==> src/rtl/i2c_bus_arbiter.sv <==
// Round-robin arbiter sharing one open-drain I2C bus between several masters,
// with a bus-free guard time before each grant and a hold-time watchdog.
module i2c_bus_arbiter #(
    parameter int unsigned REQUESTER_COUNT = 2,
    parameter int unsigned GUARD_CYCLES    = 1000,
    parameter int unsigned TIMEOUT_CYCLES  = 20_000_000
) (
    input  logic                       system_clock,
    input  logic                       system_reset_n,
    input  logic [REQUESTER_COUNT-1:0] request,
    output logic [REQUESTER_COUNT-1:0] grant,
    input  logic [REQUESTER_COUNT-1:0] master_scl_output,
    input  logic [REQUESTER_COUNT-1:0] master_sda_output,
    input  logic                       scl_input,
    input  logic                       sda_input,
    output logic                       scl_output,
    output logic                       sda_output,
    output logic                       busy,
    output logic                       timeout
);

    localparam int unsigned IDX_W   = $clog2(REQUESTER_COUNT);
    localparam int unsigned GUARD_W = $clog2(GUARD_CYCLES + 1);
    localparam int unsigned HOLD_W  = (TIMEOUT_CYCLES > 0) ? $clog2(TIMEOUT_CYCLES + 1) : 1;

    localparam logic [IDX_W-1:0]   LAST_RESET = IDX_W'(REQUESTER_COUNT - 1);
    localparam logic [GUARD_W-1:0] GUARD_LAST = GUARD_W'(GUARD_CYCLES - 1);
    localparam logic [HOLD_W-1:0]  HOLD_LAST  =
        HOLD_W'((TIMEOUT_CYCLES > 0) ? (TIMEOUT_CYCLES - 1) : 0);

    typedef enum logic [1:0] {
        ST_IDLE,
        ST_GUARD,
        ST_GRANT
    } state_t;

    state_t                     state, state_next;
    logic [IDX_W-1:0]           winner, winner_next;
    logic [IDX_W-1:0]           last, last_next;
    logic [GUARD_W-1:0]         guard_cnt, guard_next;
    logic [HOLD_W-1:0]          hold_cnt, hold_next;
    logic [REQUESTER_COUNT-1:0] lockout, lockout_next;
    logic [REQUESTER_COUNT-1:0] grant_next;
    logic                       timeout_next;

    logic [REQUESTER_COUNT-1:0] eligible;
    logic [IDX_W-1:0]           scan_idx;
    logic [IDX_W-1:0]           pick;
    logic                       pick_valid;
    logic                       bus_idle;

    assign bus_idle = scl_input & sda_input;

    // Round-robin search: first eligible index above the last winner, wrapping.
    always_comb begin
        eligible   = request & ~lockout;
        scan_idx   = '0;
        pick       = '0;
        pick_valid = 1'b0;
        for (int unsigned i = 1; i <= REQUESTER_COUNT; i++) begin
            scan_idx = IDX_W'((32'(last) + i) % REQUESTER_COUNT);
            if (!pick_valid && eligible[scan_idx]) begin
                pick       = scan_idx;
                pick_valid = 1'b1;
            end
        end
    end

    always_comb begin
        state_next   = state;
        winner_next  = winner;
        last_next    = last;
        guard_next   = guard_cnt;
        hold_next    = hold_cnt;
        grant_next   = grant;
        timeout_next = 1'b0;
        lockout_next = lockout & request;

        case (state)
            ST_IDLE: begin
                if (pick_valid) begin
                    winner_next = pick;
                    guard_next  = '0;
                    state_next  = ST_GUARD;
                end
            end
            ST_GUARD: begin
                if (!request[winner]) begin
                    state_next = ST_IDLE;
                end else if (!bus_idle) begin
                    guard_next = '0;
                end else if (guard_cnt == GUARD_LAST) begin
                    grant_next         = '0;
                    grant_next[winner] = 1'b1;
                    last_next          = winner;
                    guard_next         = '0;
                    hold_next          = '0;
                    state_next         = ST_GRANT;
                end else begin
                    guard_next = guard_cnt + GUARD_W'(1);
                end
            end
            ST_GRANT: begin
                if (!request[winner]) begin
                    grant_next = '0;
                    hold_next  = '0;
                    state_next = ST_IDLE;
                end else if ((TIMEOUT_CYCLES != 0) && (hold_cnt == HOLD_LAST)) begin
                    grant_next           = '0;
                    hold_next            = '0;
                    timeout_next         = 1'b1;
                    lockout_next[winner] = 1'b1;
                    state_next           = ST_IDLE;
                end else if (TIMEOUT_CYCLES != 0) begin
                    hold_next = hold_cnt + HOLD_W'(1);
                end
            end
            default: begin
                grant_next = '0;
                state_next = ST_IDLE;
            end
        endcase
    end

    always_ff @(posedge system_clock) begin
        if (!system_reset_n) begin
            state     <= ST_IDLE;
            winner    <= '0;
            last      <= LAST_RESET;
            guard_cnt <= '0;
            hold_cnt  <= '0;
            lockout   <= '0;
            grant     <= '0;
            timeout   <= 1'b0;
        end else begin
            state     <= state_next;
            winner    <= winner_next;
            last      <= last_next;
            guard_cnt <= guard_next;
            hold_cnt  <= hold_next;
            lockout   <= lockout_next;
            grant     <= grant_next;
            timeout   <= timeout_next;
        end
    end

    // Grant is one-hot or zero, so a masked AND selects the owner's drive or releases.
    assign scl_output = &(master_scl_output | ~grant);
    assign sda_output = &(master_sda_output | ~grant);
    assign busy       = (state != ST_IDLE);

endmodule

==> config.mk <==
export PLATFORM = sky130hd
export DESIGN_NAME = i2c_bus_arbiter
export DESIGN_NICKNAME = d
export VERILOG_FILES = /design/src/rtl/i2c_bus_arbiter.sv
export SDC_FILE = /design/constraint.sdc
export NUM_CORES = 1
export LEC_CHECK = 0
export BUFFER_PORTS_ARGS = -buffer_cell sky130_fd_sc_hd__buf_2
export CAP_MARGIN = 5
export CORE_MARGIN = 4
export CORE_UTILIZATION = 60
export CTS_BUF_LIST = sky130_fd_sc_hd__clkbuf_4
export DETAILED_ROUTE_END_ITERATION = 16
export PLACE_DENSITY = 0.78
export RECOVER_POWER = 25
export SYNTH_ARGS = -nofsm -noshare
export SYNTH_HDL_FRONTEND = slang
export SYNTH_SLANG_ARGS = --single-unit
==> constraint.sdc <==
create_clock -name system_clock -period 3.1 [get_ports system_clock]
set_input_delay 0.62 -clock system_clock [delete_from_list [all_inputs] [get_ports system_clock]]
set_output_delay 0.62 -clock system_clock [all_outputs]
set_load 0.1 [all_outputs]
==> impl_metrics.tcl <==
set metrics [dict create \
    max_slew_margin_pct 22.62 \
    post-cts-setup-buffer-count 0 \
    drt-wirelength-per-cell_um 14.06 \
    dp_hpwl_mm 3.236 \
    drv_cap 0 \
    final_nets 294 \
    fin_skew_ns 0.009812 \
    first_global_vias 1747 \
    power_mw 0.9935 \
    final_cell_mix "dfxtp_1 (44), nand2_1 (22), a21oi_1 (20), nor2_1 (16), nand3_1 (15)" \
    drive_above_1_share_pct 8.481 \
    final_common_cell "dfxtp_1" \
    gp_congestion 0.8130 \
    area_delta_synth_final_pct 7.646 \
    grt_max_degree 37 \
    endpoint_kind "register" \
    place_area_mm2 0.002381 \
    vias 2053 \
    die_w_um 69.57 \
    cts_hold_buf 0 \
    seqPwrFrac_pct 57.8 \
    numCtsBuffers 5 \
    viasPerCell 6.202 \
    p_per_area_mw_per_mm2 405.7 \
    run_status "finished, final reports clean" \
    finalHoldViolCount 0 \
    setup_violations 0 \
    cts_num_sinks 44 \
    antenna_cells 0 \
    p_leak_nw 0.8239 \
    min_period_over_period_pct 81.79 \
    synth_enable_flop_cells 0 \
    initial_utilization_pct 62.13 \
    antenna_found_initial 0 \
    start_kind "register" \
    grt_pass1_wl_mm 7.941 \
    ir_drop_mv 0.3286 \
    clockRootBuffer "clkbuf_4" \
    yosys_warnings 0 \
    die_area_mm2 0.004840 \
    io_buffer_count 15 \
    synthCells 267 \
    intPower_mw 0.7567 \
    p_sw_mw 0.2368 \
    worst_slack_ns 0.5646 \
    crit_fanout 13 \
    first_iter_violations 151 \
    worst_slew_pin_slew_ns 1.166 \
    worstSetupPathType "reg2reg" \
    route.detailed.drc 0 \
    synth_fp_nets 279 \
    rsz0062_at_grt "false" \
    synth-seq-area-share_pct 38.72 \
    synth_flop_cell "dfxtp_1" \
    async_reset_ff_share_pct 0 \
    critical_path_arrival_ns 2.79 \
    switching_share_pct 23.84 \
    worstHoldPathType "reg2reg" \
    num_rows 22 \
    dpl_worst_slack_ns 0.6302 \
    cts_buffer_depth 2 \
    finalCriticalPeriod_ns 2.535 \
    pwr-share-clk_pct 36.2 \
    clk_latency_ns 0.36 \
    core_area_mm2 0.003661 \
    drv_slew 0 \
    ys_seq_elements 44 \
    cp_data_required_time_ns 3.35 \
    whs_ns 0.5085 \
    htreeDepth 2 \
    cts_tree "built" \
    firstDrtPassIters 4 \
    grt-ovfl-total 0 \
    io_pins 16 \
    clk_pin_slew_worst_paths_ns 0.13 \
    ys_types 52 \
    cts.repair.resized 0 \
    p_comb_share_pct 6.0 \
    final_area_mm2 0.002449 \
    postRouteAntennaNets 0 \
    postSynthAreaPerCell_um2 8.519 \
    final.setup.tns_ns 0 \
    fp.dieH_um 69.57 \
    fmax_mhz 394.4 \
    synth_area_mm2 0.002275 \
    track_usage_pct 19.48 \
    finalWirelength_mm 4.654 \
]
## worst max-delay path, stage by stage, from the launching register on
cell     delay, ns
dfxtp_1       0.38
or4_1         0.53
nor4_1        0.55
a21oi_1       0.41
and3_1        0.29
a221o_1       0.26
## cell usage after synthesis (2+ instances only)
| master | count | area (µm²) |
|---|---|---|
| ha_1 | 2 | 25.02 |
| dfxtp_1 | 44 | 880.8 |
| o31ai_1 | 11 | 82.58 |
| o211ai_1 | 2 | 15.01 |
| a211oi_1 | 3 | 22.52 |
| nand4_1 | 11 | 68.82 |
| xnor2_1 | 8 | 70.07 |
| nor3_1 | 4 | 20.02 |
| o2bb2ai_1 | 3 | 26.28 |
| o311a_1 | 2 | 20.02 |
| nor2_1 | 16 | 60.06 |
| a32o_1 | 2 | 20.02 |
| or3_1 | 6 | 37.54 |
| nand2b_1 | 4 | 25.02 |
| or4_1 | 12 | 90.09 |
| o31a_1 | 2 | 17.52 |
| and4_1 | 4 | 35.03 |
| o21ai_0 | 7 | 35.03 |
| a21oi_1 | 20 | 100.1 |
| and2_1 | 4 | 25.02 |
| nand3_1 | 15 | 75.07 |
| nand2_1 | 22 | 82.58 |
| a21boi_0 | 2 | 15.01 |
| clkbuf_1 | 6 | 22.52 |
| nor4_1 | 6 | 37.54 |
| and3_1 | 6 | 37.54 |
| a22oi_1 | 2 | 15.01 |
| buf_2 | 2 | 10.01 |
| inv_1 | 9 | 33.78 |
| o21ai_1 | 2 | 10.01 |
| nor2b_1 | 4 | 25.02 |
| a221o_1 | 4 | 40.04 |
## state kept, by name, summed over array words and instances (netlist names)
register and flops:
hold_cnt 25, guard_cnt 10, grant 2, lockout 2, state 2, last 1
timeout 1, winner 1
## cell type report
cell class / count / area [µm²]
Multi-Input combinational cell: 205 / 1310
Sequential cell: 44 / 880.8
Tap cell: 48 / 60.06
Timing Repair Buffer: 17 / 83.83
Clock inverter: 3 / 42.54
Clock buffer: 5 / 37.54
Inverter: 9 / 33.78
Fill cell: 311 / 1212
## per-layer routing
layer,vias up,GRT usage [%],wire (µm)
met5,-,0,0
met4,0,6.291,48
met3,5,4.638,173
met2,33,31.57,2188
met1,967,25.50,2243
li1,1048,-,-
## stage by stage
stage,instances,utilization (%)
global route,331,66.88
finish,331,66.88
floorplan,267,-
CTS,331,67.22
global placement,323,65.04
detailed placement,323,65.04
## power groups by stage
stage	logic, mW	registers [mW]	clock network, mW
final	0.0601	0.574	0.359
after global routing	0.0661	0.575	0.389
after CTS	0.0609	0.574	0.369
after detailed placement	0.0602	0.587	0
after global placement	0.0589	0.586	0
after floorplan	0.0442	0.585	0
## worst paths after layout
kind / start / to / slack, ns / depth (start not counted)
hold reg to reg: last$_SDFFE_PN1P_ / last$_SDFFE_PN1P_ / 0.51 / 2
setup / recovery: hold_cnt[8]$_SDFFE_PN0P_ / hold_cnt[20]$_SDFFE_PN0P_ / 0.56 / 5
hold / removal: last$_SDFFE_PN1P_ / last$_SDFFE_PN1P_ / 0.51 / 2
setup reg to reg: hold_cnt[8]$_SDFFE_PN0P_ / hold_cnt[20]$_SDFFE_PN0P_ / 0.56 / 5
## cells by family after synthesis
family                   share of synthesized area, %
multiplexers                                   0.9351
XOR/XNOR                                        3.466
flip-flops                                      38.72
adder cells (fa/ha/maj)                         1.100
AND/OR/NAND/NOR                                 31.13
AO/OA/AOI/OAI                                   21.23
buffers and inverters                           3.410
Power figures use the tool's default switching activity.
